--- config.mk ---
export PLATFORM = sky130hd
export DESIGN_NAME = csel_adder_pipe
export DESIGN_NICKNAME = d
export VERILOG_FILES = /design/src/rtl/csel_adder_pipe.sv
export SDC_FILE = /design/constraint.sdc
export NUM_CORES = 1
export LEC_CHECK = 0
export CAP_MARGIN = 20
export CORE_MARGIN = 4
export CORE_UTILIZATION = 58
export DETAILED_ROUTE_END_ITERATION = 6
export DONT_BUFFER_PORTS = 1
export HOLD_SLACK_MARGIN = 0.08
export PLACE_DENSITY = 0.86
export SYNTH_ARGS = -nofsm -noshare
export SYNTH_HDL_FRONTEND = slang
export SYNTH_SLANG_ARGS = --single-unit
--- constraint.sdc ---
create_clock -name clk -period 2.8 [get_ports clk]
set_input_delay 0.28 -clock clk [delete_from_list [all_inputs] [get_ports clk]]
set_output_delay 0.28 -clock clk [all_outputs]
set_load 0.1 [all_outputs]
--- src/rtl/csel_adder_pipe.sv ---
// Pipelined carry-select adder/subtractor with valid/ready streaming, one B-bit block per stage.
// Define CSEL_ADDER_PIPE_SAT_EN to saturate the signed result on overflow.
module csel_adder_pipe #(
    parameter int N = 32,
    parameter int B = 8
) (
    input  logic         clk,
    input  logic         rst_n,
    input  logic         in_valid,
    output logic         in_ready,
    input  logic [N-1:0] x,
    input  logic [N-1:0] y,
    input  logic         carryin,
    input  logic         sub,
    output logic         out_valid,
    input  logic         out_ready,
    output logic [N-1:0] sum,
    output logic         carryout,
    output logic         overflow
);

    localparam int S = N / B;

    logic         vld  [S];
    logic [N-1:0] acc  [S];
    logic         cy   [S];
    logic [N-1:0] xs   [S];
    logic [N-1:0] ys   [S];
    logic         ovf;

    logic [B-1:0] sa   [S];
    logic [B-1:0] sb   [S];
    logic         scin [S];
    logic [B:0]   s0   [S];
    logic [B:0]   s1   [S];
    logic [B:0]   sel  [S];
    logic         sov  [S];
    logic [N-1:0] nacc [S];

    logic         adv;
    logic [N-1:0] yeff;

    assign adv       = !vld[S-1] || out_ready;
    assign in_ready  = adv;
    assign yeff      = sub ? ~y : y;
    assign out_valid = vld[S-1];
    assign carryout  = cy[S-1];
    assign overflow  = ovf;

    // Stage 0 slices straight from the inputs; later stages use the skewed operands
    // and the carry registered by the previous stage.
    always_comb begin
        for (int k = 0; k < S; k++) begin
            sa[k]   = '0;
            sb[k]   = '0;
            scin[k] = 1'b0;
            s0[k]   = '0;
            s1[k]   = '0;
            sel[k]  = '0;
            sov[k]  = 1'b0;
            nacc[k] = '0;
        end

        sa[0]   = x[B-1:0];
        sb[0]   = yeff[B-1:0];
        scin[0] = sub | carryin;
        for (int k = 1; k < S; k++) begin
            sa[k]   = xs[k-1][k*B +: B];
            sb[k]   = ys[k-1][k*B +: B];
            scin[k] = cy[k-1];
            nacc[k] = acc[k-1];
        end

        for (int k = 0; k < S; k++) begin
            s0[k]  = {1'b0, sa[k]} + {1'b0, sb[k]};
            s1[k]  = {1'b0, sa[k]} + {1'b0, sb[k]} + {{B{1'b0}}, 1'b1};
            sel[k] = scin[k] ? s1[k] : s0[k];
            // true carry into the slice MSB recovered from operands and sum bit
            sov[k] = (sa[k][B-1] ^ sb[k][B-1] ^ sel[k][B-1]) ^ sel[k][B];
            nacc[k][k*B +: B] = sel[k][B-1:0];
        end
    end

    always_ff @(posedge clk or negedge rst_n) begin
        if (!rst_n) begin
            for (int k = 0; k < S; k++) begin
                vld[k] <= 1'b0;
                acc[k] <= '0;
                cy[k]  <= 1'b0;
                xs[k]  <= '0;
                ys[k]  <= '0;
            end
            ovf <= 1'b0;
        end else if (adv) begin
            vld[0] <= in_valid;
            xs[0]  <= x;
            ys[0]  <= yeff;
            for (int k = 1; k < S; k++) begin
                vld[k] <= vld[k-1];
                xs[k]  <= xs[k-1];
                ys[k]  <= ys[k-1];
            end
            for (int k = 0; k < S; k++) begin
                acc[k] <= nacc[k];
                cy[k]  <= sel[k][B];
            end
            ovf <= sov[S-1];
        end
    end

`ifdef CSEL_ADDER_PIPE_SAT_EN
    // On overflow the wrapped MSB is the inverse of the true sign.
    assign sum = ovf ? (acc[S-1][N-1] ? {1'b0, {(N-1){1'b1}}} : {1'b1, {(N-1){1'b0}}})
                     : acc[S-1];
`else
    assign sum = acc[S-1];
`endif

endmodule

**Yosys cells after proc, flatten, opt, wreduce, memory -nomap -nowiden**

Cells that the tools add are included.

- Reduce and logical (&&, ||, !) cells: 2
- Bitwise operators: 5
- Muxes and demuxes: 5
- Add/subtract/negate cells: 8

Operators by type and width:

| operator | number |
|---|---|
| 8-bit by 8-bit adder with 9-bit output | 4 |
| 9-bit by 1-bit adder with 9-bit output, second input constant | 4 |
| 9-bit two-way mux | 4 |
| 32-bit two-way mux | 1 |
| 32-bit NOT | 1 |
| 1-bit XOR | 3 |
| 1-bit zero test | 1 |
| 1-bit logical OR | 1 |
| 1-bit bitwise OR | 1 |

- Input bits: 70
- Register bits after elaboration: 281
- Logic and storage cells: 39

**Logic depth before layout (Yosys ltp)**

- Depth in word-level cells: 5
- Depth in mapped cells: 14
- Depth with buffers taken out: 12

**Worst setup path after synthesis**

Ideal clock, no wire load.

- Path kind: in2reg
- Start: in sub
- End: reg cy[3] (netlist bit)
- Stages: 13
- Data arrival time: 3.202 ns
- Slack: -0.538 ns
- Data required time: 2.664 ns
- Cells stage by stage: clkbuf_1 -> buf_1 -> xor2_1 -> ha_1 -> inv_1 -> fa_1 -> nor2b_1 -> o21ai_0 -> a21boi_0 -> o221ai_1 -> and4_1 -> a2111oi_0 -> nor3_1

- Cells in the longest elaborated chain, start to end: 4
- Elaborated cells on any way between the ends: 5
- Classes of those cells: add/sub: 2; mux: 2; bitwise: 1

Ends and longest elaborated chain:

| element | RTL line | source |
|---|---|---|
| start: declaration | 14 | `input logic sub,` |
| 32-bit two-way mux | 45 | `assign yeff = sub ? ~y : y;` |
| 8-bit by 8-bit adder with 9-bit output | 75, 76 |  |
| 9-bit by 1-bit adder with 9-bit output | 76 | `s1[k] = {1'b0, sa[k]} + {1'b0, sb[k]} + {{B{1'b0}}, 1'b1};` |
| 9-bit two-way mux * | 77 | `sel[k] = scin[k] ? s1[k] : s0[k];` |
| end signal: indexed assignment | 105 | `cy[k] <= sel[k][B];` |
| end: declaration | 26 | `logic cy [S];` |

Mark *: on every way between the ends. The rest lies on a longest branch, timed or not.
A chain may end at the register's enable or synchronous reset.

**Worst setup path in the final report**

- Start: reg xs (netlist bit sa[0])
- End: reg cy (netlist bit carryout)

- Cells in the longest elaborated chain, start to end: 3

Ends and longest elaborated chain:

| element | RTL line | source |
|---|---|---|
| start: declaration | 27 | `logic [N-1:0] xs [S];` |
| start signal: indexed assignment | 100 | `xs[k] <= xs[k-1];` |
| 8-bit by 8-bit adder with 9-bit output * | 75, 76 |  |
| 9-bit by 1-bit adder with 9-bit output | 76 |  |
| 9-bit two-way mux * | 77 |  |

Marks and branches as above.

==> out/results.txt <==
VDD IR max -> 0.697 mV
unrepaired setup endpoints after global routing -> true
Tot Pwr -> 0.0142 W
Core Rows -> 45
Core ar. -> 0.0154 sq mm
Fin. Hold Viols -> 185
final cycle utilization of the critical path -> 1.02
commonest non-fill, non-tap cell in the layout -> nand2_1
critical path class -> flop to flop
H-tree level count -> 4
grt ovf -> 0
hold crit path type -> input port to async pin
largest net degree at the start of global routing -> 186
Comb power frac -> 0.390
Post-synth EDFFs -> 0
CTS tree -> yes
clock sink count -> 185
internal power -> 0.00754 W
synth top area cells -> dfrtp_1 50%, nand2_1 18%, ha_1 5.0%
Worst setup SP type -> flop
hold_buf cts -> 69
clock-pin slew on the worst setup and hold paths -> 0.07 ns
combinational family with the most area after synthesis -> simple AND/OR/NAND/NOR gates
vias in the first global route -> 6,892
Placer Congestion -> 0.832
fill count -> 1,129
Detail Route Antenna Nets -> 0
Max Clock Skew -> 0.0131 ns
Reg power frac -> 0.447
Worst-Margin Slew -> 0.938 ns
Netlist cell types -> 56
Routed WL -> 20.2 mm
CP startpoint -> sa[0]$_DFFE_PN0P_
global-route wire length before repair -> 33.4 mm
die boundary width -> 134 microns
Post-Syn Area -> 0.00922 sq mm
final cell count without fillers -> 1,290
area fraction of the dominant cell type after synthesis -> 0.502
top_reg_cell synth -> dfrtp_1
multi-input logic area -> 0.00417 sq mm
Clock power frac -> 0.164
Iter 0 DRT Violations -> 507
vias per cell -> 5.35
Boundary Pins -> 106
relative slew slack -> 0.375
FMAX -> 0.352 GHz
Crit. End Element -> flop
switching share of power -> 0.470
layout cells sized above 1 -> 0.0760
simple-gate share of the synthesized area -> 0.219
Worst Path Arrival -> 3.16 ns
# Max-Cap Violations -> 0
CP required -> 3.11 ns
clk_lat worst skew -> 0.43 ns
Synth Area in Adders -> 0.0589
Pre-antenna DRT Iters -> 5
Final WS setup -> -0.0429 ns
register area -> 0.00463 sq mm
P&R area growth vs syn -> 14.9%
fin nets -> 1,177
setup violators final -> 2
mux cell area share after synthesis -> 0.00339
Sw Pwr -> 0.00668 W
placed cell count -> 1,183
failing checks -> hold timing, setup timing
Ant. Diodes -> 0
Cell Pwr Density -> 1340 mW/mm^2
DP HPWL -> 11.8 mm
Critical Path Fanout Max -> 2
Yosys Warn Count -> 0
Synth Instances -> 1,034
WHS -> -0.457 ns
Synth async-reset ratio -> 1.00
post-synthesis sequential area ratio -> 0.502
Die ar. -> 0.0180 sq mm
syn_nets -> 1,145
R2R Path Start -> sa[0]$_DFFE_PN0P_
die span in y -> 134 microns
post-synthesis compound-gate area fraction -> 0.0909
Initial Utilization -> 0.600
Avg Cell Area, Syn -> 8.92 sq um
initial antenna violation count -> 0
leading area contributor after synthesis -> dfrtp_1
Slew Viols, Final -> 0
minimum clock period -> 2.84 ns
Vias -> 6,898
post-DR wirelength/cell -> 15.7 microns
Seq cells post-synth -> 185
port bufs -> 0
Max Root-Sink Buffers -> 2
xor and xnor area share after synthesis -> 0.0726
Leak -> 5.13 nW
total CTS buffers -> 17
Total GRT Usage -> 0.233
outcome -> finished with violations
Root Driver -> clkbuf_16
Residual DRC -> 0
most frequent cells in the layout -> 430 x nand2_1, 185 x dfrtp_1, 69 x dlygate4sd3_1, 57 x o21ai_0, 51 x xnor2_1
==> what timing repair did <==
action / in CTS / in global routing
buffers inserted: 2 / 4
resized for setup: 3 / 10
setup endpoints to repair: 3 / 5
pin swaps: 8 / 2
endpoints found under the hold margin: 233 / 185
==> layout make-up <==
| class | count | share of cell area |
|---|---|---|
| multi-input cells | 750 | 0.394 |
| well taps | 211 | 0.0249 |
| clock inverters | 10 | 0.00874 |
| repair buffers | 91 | 0.0820 |
| clock buffers | 22 | 0.0457 |
| flip-flops and latches | 185 | 0.437 |
| inverters | 21 | 0.00791 |
==> metal layers <==
layer  GRT usage  vias up  part of all wire
li1            -     3376                 -
met1       0.305     3261              0.44
met2       0.377      214              0.48
met3      0.0649       47             0.058
met4      0.0809        0             0.027
met5           0        -                 0
==> through the flow <==
stage | instance area, sq um | utilization | TNS [ns] | worst slack [ns]
floorplan | 9240 | - | -0.0493 | -0.0359
global placement | 9230 | 0.600 | -0.00590 | -0.00590
detailed placement | 9230 | 0.600 | -0.108 | -0.0882
CTS | 10500 | 0.685 | -0.00514 | -0.00514
global route | 10600 | 0.689 | -0.285 | -0.133
finish | 10600 | 0.689 | -0.0549 | -0.0429
==> critical path: stages (launching register included) <==
cell	delay, ns
dfrtp_1	0.39
ha_2	0.20
fa_2	0.34
a211o_1	0.30
a211o_1	0.31
a221oi_4	0.32
buf_4	0.16
nor4b_4	0.23
buf_4	0.17
xnor2_2	0.05
mux2_4	0.26
==> cells in the mapped netlist (2+ instances only) <==
cell,number
a211o_1,7
dfrtp_1,185
and4_1,2
o31a_1,2
a21boi_0,3
nor3_1,5
buf_4,32
nand2_1,430
buf_1,8
a21bo_2,2
nor4_1,2
nand3_1,7
nor2b_1,5
clkbuf_1,38
o31ai_1,2
o21ai_0,58
xnor2_1,52
ha_1,37
a21o_1,4
a2111oi_0,4
nand2b_1,3
a21oi_1,22
o22ai_1,2
xor2_1,20
inv_1,21
nor2_1,28
nand4_1,5
fa_1,4
or2_2,4
or3_1,4
nor4b_1,2
mux2i_1,2
o21a_1,8
o2111a_1,2
==> state kept, by name (all words and copies together), names as in the netlist, 3 cells and up <==
register and flops:
sb 24, acc 48, ys 24, vld 3
xs 24, sa 24, cy 3, sum 32
==> final timing paths <==
path,end,cells past startpoint,slack (ns)
min in group clk,sa[23]$_DFFE_PN0P_,3,0.11
worst max-delay path,carryout$_DFFE_PN0P_,10,-0.04
worst max register to register,carryout$_DFFE_PN0P_,10,-0.04
worst min register to register,acc[34]$_DFFE_PN0P_,2,0.46
worst min-delay path,sa[22]$_DFFE_PN0P_,0,-0.46
max in group asynchronous,acc[49]$_DFFE_PN0P_,0,2.99
==> power groups by stage <==
stage / Clock (W) / Sequential, W / Combinational [W]
after global routing: 0.00247 / 0.00648 / 0.00624
after CTS: 0.00236 / 0.00633 / 0.00534
after global placement: 0 / 0.00632 / 0.00483
after detailed placement: 0 / 0.00637 / 0.00505
final: 0.00232 / 0.00635 / 0.00554
after floorplan: 0 / 0.00453 / 0.00599
==> kinds of logic after synthesis <==
group,after synthesis
buffers and inverters,99
multiplexers,3
AO/OA/AOI/OAI,129
adder cells (fa/ha/maj),41
AND/OR/NAND/NOR,503
XOR/XNOR,74
flip-flops,185
No activity file was read; power rests on OpenSTA's default activity.
